### src/rtl/instr_sequencer.sv
// instr_sequencer: buffers 64-bit host instructions in a FIFO and issues them
// one per cycle to the systolic-array instruction decoder. Write-type opcodes
// issue back-to-back; streaming opcodes (MAC, send weights) block further
// issue until the array pulses stream_done.
// Optional feature: define STREAM_TIMEOUT_EN to give up waiting for
// stream_done after TIMEOUT cycles, raising the sticky timeout_err flag.
module instr_sequencer #(
    parameter int DEPTH   = 16,
    parameter int PTR_W   = 4,
    parameter int TIMEOUT = 1024
) (
    input  logic             clk,
    input  logic             rst_n,
    input  logic [63:0]      host_instr,
    input  logic             host_valid,
    output logic             host_ready,
    input  logic             flush,
    output logic [63:0]      instr_out,
    input  logic             stream_done,
    output logic             busy,
    output logic [PTR_W:0]   fifo_count,
    output logic             bad_opcode,
    output logic             timeout_err
);

    typedef enum logic {
        IDLE,
        WAIT_STREAM
    } state_t;

    localparam logic [PTR_W:0] FULL_CNT = (PTR_W+1)'(DEPTH);

    logic [63:0]    fifo_mem [DEPTH];

    state_t         state_q, state_d;
    logic [PTR_W-1:0] wr_ptr_q, wr_ptr_d;
    logic [PTR_W-1:0] rd_ptr_q, rd_ptr_d;
    logic [PTR_W:0] count_q, count_d;
    logic [63:0]    instr_out_q, instr_out_d;
    logic           bad_q, bad_d;

    logic           full;
    logic           empty;
    logic           push;
    logic           pop;
    logic [63:0]    head;
    logic [4:0]     head_op;
    logic           op_stream;
    logic           op_write;
    logic           op_discard;

`ifdef STREAM_TIMEOUT_EN
    localparam int CNT_W = $clog2(TIMEOUT + 1);
    localparam logic [CNT_W-1:0] TMO_LAST = CNT_W'(TIMEOUT - 1);

    logic [CNT_W-1:0] tmo_cnt_q, tmo_cnt_d;
    logic             terr_q, terr_d;
`else
    // TIMEOUT only matters when the stream timeout is built in.
    logic unused_timeout;
    assign unused_timeout = (TIMEOUT != 0);
`endif

    // FIFO status, head-of-queue decode and the push/pop handshakes.
    always_comb begin
        full       = (count_q == FULL_CNT);
        empty      = (count_q == '0);
        head       = fifo_mem[rd_ptr_q];
        head_op    = head[4:0];
        push       = host_valid && !full;
        pop        = (state_q == IDLE) && !empty;
        op_stream  = 1'b0;
        op_write   = 1'b0;
        op_discard = 1'b0;
        case (head_op)
            5'd0, 5'd31:                    op_discard = 1'b1;
            5'd1, 5'd2:                     op_stream  = 1'b1;
            5'd3, 5'd4, 5'd5, 5'd6, 5'd7:   op_write   = 1'b1;
            default:                        ;
        endcase
    end

    // Next-state logic: flush wins over everything, otherwise pop/issue,
    // stream wait handling and push all update in parallel.
    always_comb begin
        state_d     = state_q;
        wr_ptr_d    = wr_ptr_q;
        rd_ptr_d    = rd_ptr_q;
        count_d     = count_q;
        instr_out_d = '0;
        bad_d       = bad_q;
`ifdef STREAM_TIMEOUT_EN
        tmo_cnt_d   = tmo_cnt_q;
        terr_d      = terr_q;
`endif
        if (flush) begin
            state_d  = IDLE;
            wr_ptr_d = '0;
            rd_ptr_d = '0;
            count_d  = '0;
        end else begin
            if (pop) begin
                rd_ptr_d = rd_ptr_q + PTR_W'(1);
                if (op_stream) begin
                    instr_out_d = head;
                    state_d     = WAIT_STREAM;
`ifdef STREAM_TIMEOUT_EN
                    tmo_cnt_d   = '0;
`endif
                end else if (op_write) begin
                    instr_out_d = head;
                end else if (!op_discard) begin
                    bad_d = 1'b1;
                end
            end
            if (state_q == WAIT_STREAM) begin
                if (stream_done) begin
                    state_d = IDLE;
`ifdef STREAM_TIMEOUT_EN
                end else if (tmo_cnt_q == TMO_LAST) begin
                    state_d = IDLE;
                    terr_d  = 1'b1;
                end else begin
                    tmo_cnt_d = tmo_cnt_q + CNT_W'(1);
`endif
                end
            end
            if (push) begin
                wr_ptr_d = wr_ptr_q + PTR_W'(1);
            end
            count_d = count_q + (PTR_W+1)'(push) - (PTR_W+1)'(pop);
        end
    end

    // Control and output registers with asynchronous active-low reset.
    always_ff @(posedge clk or negedge rst_n) begin
        if (!rst_n) begin
            state_q     <= IDLE;
            wr_ptr_q    <= '0;
            rd_ptr_q    <= '0;
            count_q     <= '0;
            instr_out_q <= '0;
            bad_q       <= 1'b0;
        end else begin
            state_q     <= state_d;
            wr_ptr_q    <= wr_ptr_d;
            rd_ptr_q    <= rd_ptr_d;
            count_q     <= count_d;
            instr_out_q <= instr_out_d;
            bad_q       <= bad_d;
        end
    end

`ifdef STREAM_TIMEOUT_EN
    // Stream timeout counter and its sticky error flag.
    always_ff @(posedge clk or negedge rst_n) begin
        if (!rst_n) begin
            tmo_cnt_q <= '0;
            terr_q    <= 1'b0;
        end else begin
            tmo_cnt_q <= tmo_cnt_d;
            terr_q    <= terr_d;
        end
    end
    assign timeout_err = terr_q;
`else
    assign timeout_err = 1'b0;
`endif

    // FIFO storage; contents need no reset because occupancy gates every read.
    always_ff @(posedge clk) begin
        if (push && !flush) begin
            fifo_mem[wr_ptr_q] <= host_instr;
        end
    end

    assign host_ready = !full;
    assign busy       = !empty || (state_q != IDLE);
    assign fifo_count = count_q;
    assign instr_out  = instr_out_q;
    assign bad_opcode = bad_q;

endmodule

### config.mk
export PLATFORM = sky130hd
export DESIGN_NAME = instr_sequencer
export DESIGN_NICKNAME = d
export VERILOG_FILES = /design/src/rtl/instr_sequencer.sv
export SDC_FILE = /design/constraint.sdc
export NUM_CORES = 1
export LEC_CHECK = 0
export BUFFER_PORTS_ARGS = -buffer_cell sky130_fd_sc_hd__buf_2
export CORE_UTILIZATION = 55
export CTS_CLUSTER_SIZE = 10
export DETAILED_ROUTE_END_ITERATION = 6
export HOLD_SLACK_MARGIN = 0.12
export PLACE_DENSITY = 0.75
export SYNTH_ARGS = -nofsm -noshare
export SYNTH_HDL_FRONTEND = slang
export SYNTH_SLANG_ARGS = --single-unit
### constraint.sdc
create_clock -name clk -period 6.69 [get_ports clk]
set_clock_uncertainty 0.1 [all_clocks]
set_input_delay 1.338 -clock clk [delete_from_list [all_inputs] [get_ports clk]]
set_output_delay 1.338 -clock clk [all_outputs]
set_load 0.05 [all_outputs]
==> flow_metrics.py <==
metrics = {
    "worst_setup_path": {
        "r2r_end": "instr_out[5]$_DFF_PN0_",
        "cp-start-kind": "flip-flop",
        "r2r_slack_ps": 2180,
        "r2r-start": "rd_ptr_q[0]$_DFFE_PN0P_",
        "cp_slowest_cell": "dfrtp_4",
        "path_cells": "mux4_2 -> a22o_1 -> a221o_1 -> nor3_4 -> buf_4 -> nor3b_1",
        "r2r_cells": 6,
        "path_buf_inv": 1,
        "path_class": "flip-flop to flip-flop",
        "cp_data_arrival_time_ps": 4910,
        "cp_max_fo": 53,
        "required_ps": 7090,
        "crit_family": "flip-flops",
        "max_stage_delay_ps": 1160,
        "worst_setup_path_end_kind": "flip-flop",
    },
    "hold_path": {
        "hp-class": "flip-flop to flip-flop",
        "min_from": "bad_opcode$_DFFE_PN0P_",
        "worstHoldEndpoint": "bad_opcode$_DFFE_PN0P_",
        "holdPathStages": 1,
    },
    "clocking": {
        "htree_num_levels": 3,
        "cts.sinks": 1103,
        "cts_buffers": 120,
        "clock_path_buffers": 3,
        "path_clk_slew_ps": 60,
        "postCtsSetupBuffers": 0,
        "cts_hold_buffers": 0,
        "post_cts_resized": 0,
        "clkLatencyLatePin_ps": 710,
        "ctsRootBufferMaster": "clkbuf_16",
        "cts_tree": "yes",
    },
    "sta": {
        "max_clock_freq_ghz": 0.222,
        "final_max_slew_viol_count": 0,
        "period_needed_ps": 4510,
        "setup_tns_ps": 0,
        "setup_ws_ps": 2180,
        "rsz0062_at_grt": "false",
        "period_share": 0.674,
        "final-setup-viol-count": 0,
        "finalHoldViolCount": 0,
        "relSlewSlack": 0.213,
        "worst_pin_slew_ps": 1180,
    },
    "power": {
        "p_total_mw": 17.6,
        "ir_drop_v": 0.000322,
        "p_leak_nw": 15.0,
        "power_density_mw_per_mm2": 374,
    },
    "die": {
        "fp.coreArea_mm2": 0.0746,
        "io_pins": 142,
        "dieArea_mm2": 0.0767,
        "die_w_um": 277,
        "rows": 100,
        "initial_utilization": 0.557,
        "die_h_um": 277,
    },
    "synthesis": {
        "yosysWarnings": 0,
        "synth_cell_type_count": 44,
        "synth_edf_count": 1024,
        "synth-async-reset-ratio": 0.0716,
        "yosys.area.top_type_share": 0.740,
        "synth.avg_cell_area_um2": 24.3,
        "syn_inst": 1709,
        "ys_seq_area_frac": 0.787,
        "syn_area_mm2": 0.0416,
        "ys_top_cells_by_count": "edfxtp_1 (1024), mux4_2 (306), dfrtp_1 (79)",
        "synth_flop_cell": "edfxtp_1",
        "yosys.area.top_type": "edfxtp_1",
        "yosys.cell_count.top_type": "edfxtp_1",
        "synth-seq-cells": 1103,
        "synthTopCellsByArea": "edfxtp_1 (74%), mux4_2 (17%), dfrtp_1 (4.8%)",
    },
    "final_layout": {
        "layout-drive-gt1-share": 0.312,
        "syn_to_final_growth_pct": 13.1,
        "multi_input_area_mm2": 0.00849,
        "nets": 2000,
        "fillCellCount": 4768,
        "layout.cells.non_filler": 2992,
        "regArea_mm2": 0.0327,
    },
    "global_routing": {
        "gr-usage-all-layers": 0.243,
        "overflow": 0,
        "antenna_found_initial": 9,
        "grt_pass1_vias": 20200,
        "grt_max_degree": 154,
        "grt_pass1_wl_mm": 135,
    },
    "drt": {
        "drtIter0Drc": 2136,
        "routedWlPerCell_um": 30.6,
        "firstDrtPassIters": 5,
        "vias_per_cell": 6.41,
        "dr_total_vias": 19200,
        "antenna_left": 0,
        "drc": 0,
        "wirelength_mm": 91.6,
    },
    "placement": {
        "gp_congestion": 0.765,
        "dp.cells": 2766,
        "portBuffers": 140,
        "post-place-ws_ps": 2190,
        "hpwl_mm": 47.2,
    },
    "status": {
        "status": "complete, no violations",
    },
    "flow_run": {
        "cap_violations": 0,
    },
}
-- layout make-up --
class / count / area share
timing repair buffer: 174 / 0.0222
tap: 969 / 0.0258
inverter: 10 / 0.000852
clock buffer: 215 / 0.0715
antenna: 3 / 0.000160
sequential: 1103 / 0.696
clock inverter: 8 / 0.00271
multi-input combinational: 510 / 0.181
-- registers in the layout, summed over array words and instances, names as in the netlist --
signal      flops
rd_ptr_q        4
fifo_count      5
state_q         1
instr_out      64
wr_ptr_q        4
bad_opcode      1
fifo_mem     1024
-- cells in the final DEF, fill, tap and decap left out, types with 5 or more instances in the layout --
master	instances
mux4_2	306
nor3b_1	59
a21oi_1	9
nand2_1	15
nand2b_1	5
nor3_4	5
mux2i_1	18
nor2_4	12
dfrtp_1	76
nor2_1	14
xnor2_1	7
clkbuf_16	120
ha_1	11
inv_1	9
buf_4	28
buf_2	139
edfxtp_1	1024
nor2b_1	5
clkbuf_1	95
buf_12	7
-- cells by family after synthesis --
family                     synth area share
buffers and inverters                0.0119
other                             0.0000902
DFF                                   0.787
AOI/OAI and AO/OA                   0.00554
and+or+nand+nor                      0.0187
adders and majority gates           0.00379
xor gates and xnor gates            0.00211
muxes                                 0.170
-- routing by layer --
metal	routed length, um	global-route usage	vias up
met3	6540	0.0421	183
met5	20	0	-
met4	2850	0.0902	4
li1	-	-	7711
met2	47800	0.414	939
met1	34400	0.318	10300
-- per-stage QoR --
step	hold slack [ps]	area (um^2)	utilization
after floorplan	456	41600	-
after detailed placement	488	43500	0.584
final	501	47000	0.631
after global placement	457	43500	0.584
after global routing	516	47000	0.630
after CTS	500	47000	0.630
-- where the power goes --
| group | internal, mW | switching (mW) |
|---|---|---|
| clock network | 3.37 | 2.55 |
| registers | 7.73 | 0.247 |
| logic | 1.77 | 1.90 |
-- worst max path at each step --
stage / from / to / slack (ps) / cells past startpoint
global route: rd_ptr_q[0]$_DFFE_PN0P_ / instr_out[5]$_DFF_PN0_ / 2050 / 6
CTS: rd_ptr_q[0]$_DFFE_PN0P_ / instr_out[5]$_DFF_PN0_ / 2200 / 6
detailed placement: host_valid / fifo_mem[1][20]$_DFFE_PP_ / 2190 / 7
finish: rd_ptr_q[0]$_DFFE_PN0P_ / instr_out[5]$_DFF_PN0_ / 2180 / 6
floorplan: fifo_count[2]$_DFF_PN0_ / fifo_mem[12][0]$_DFFE_PP_ / 1310 / 8
global placement: host_valid / fifo_mem[1][20]$_DFFE_PP_ / 2210 / 7
(Power assumes the default switching activity.)
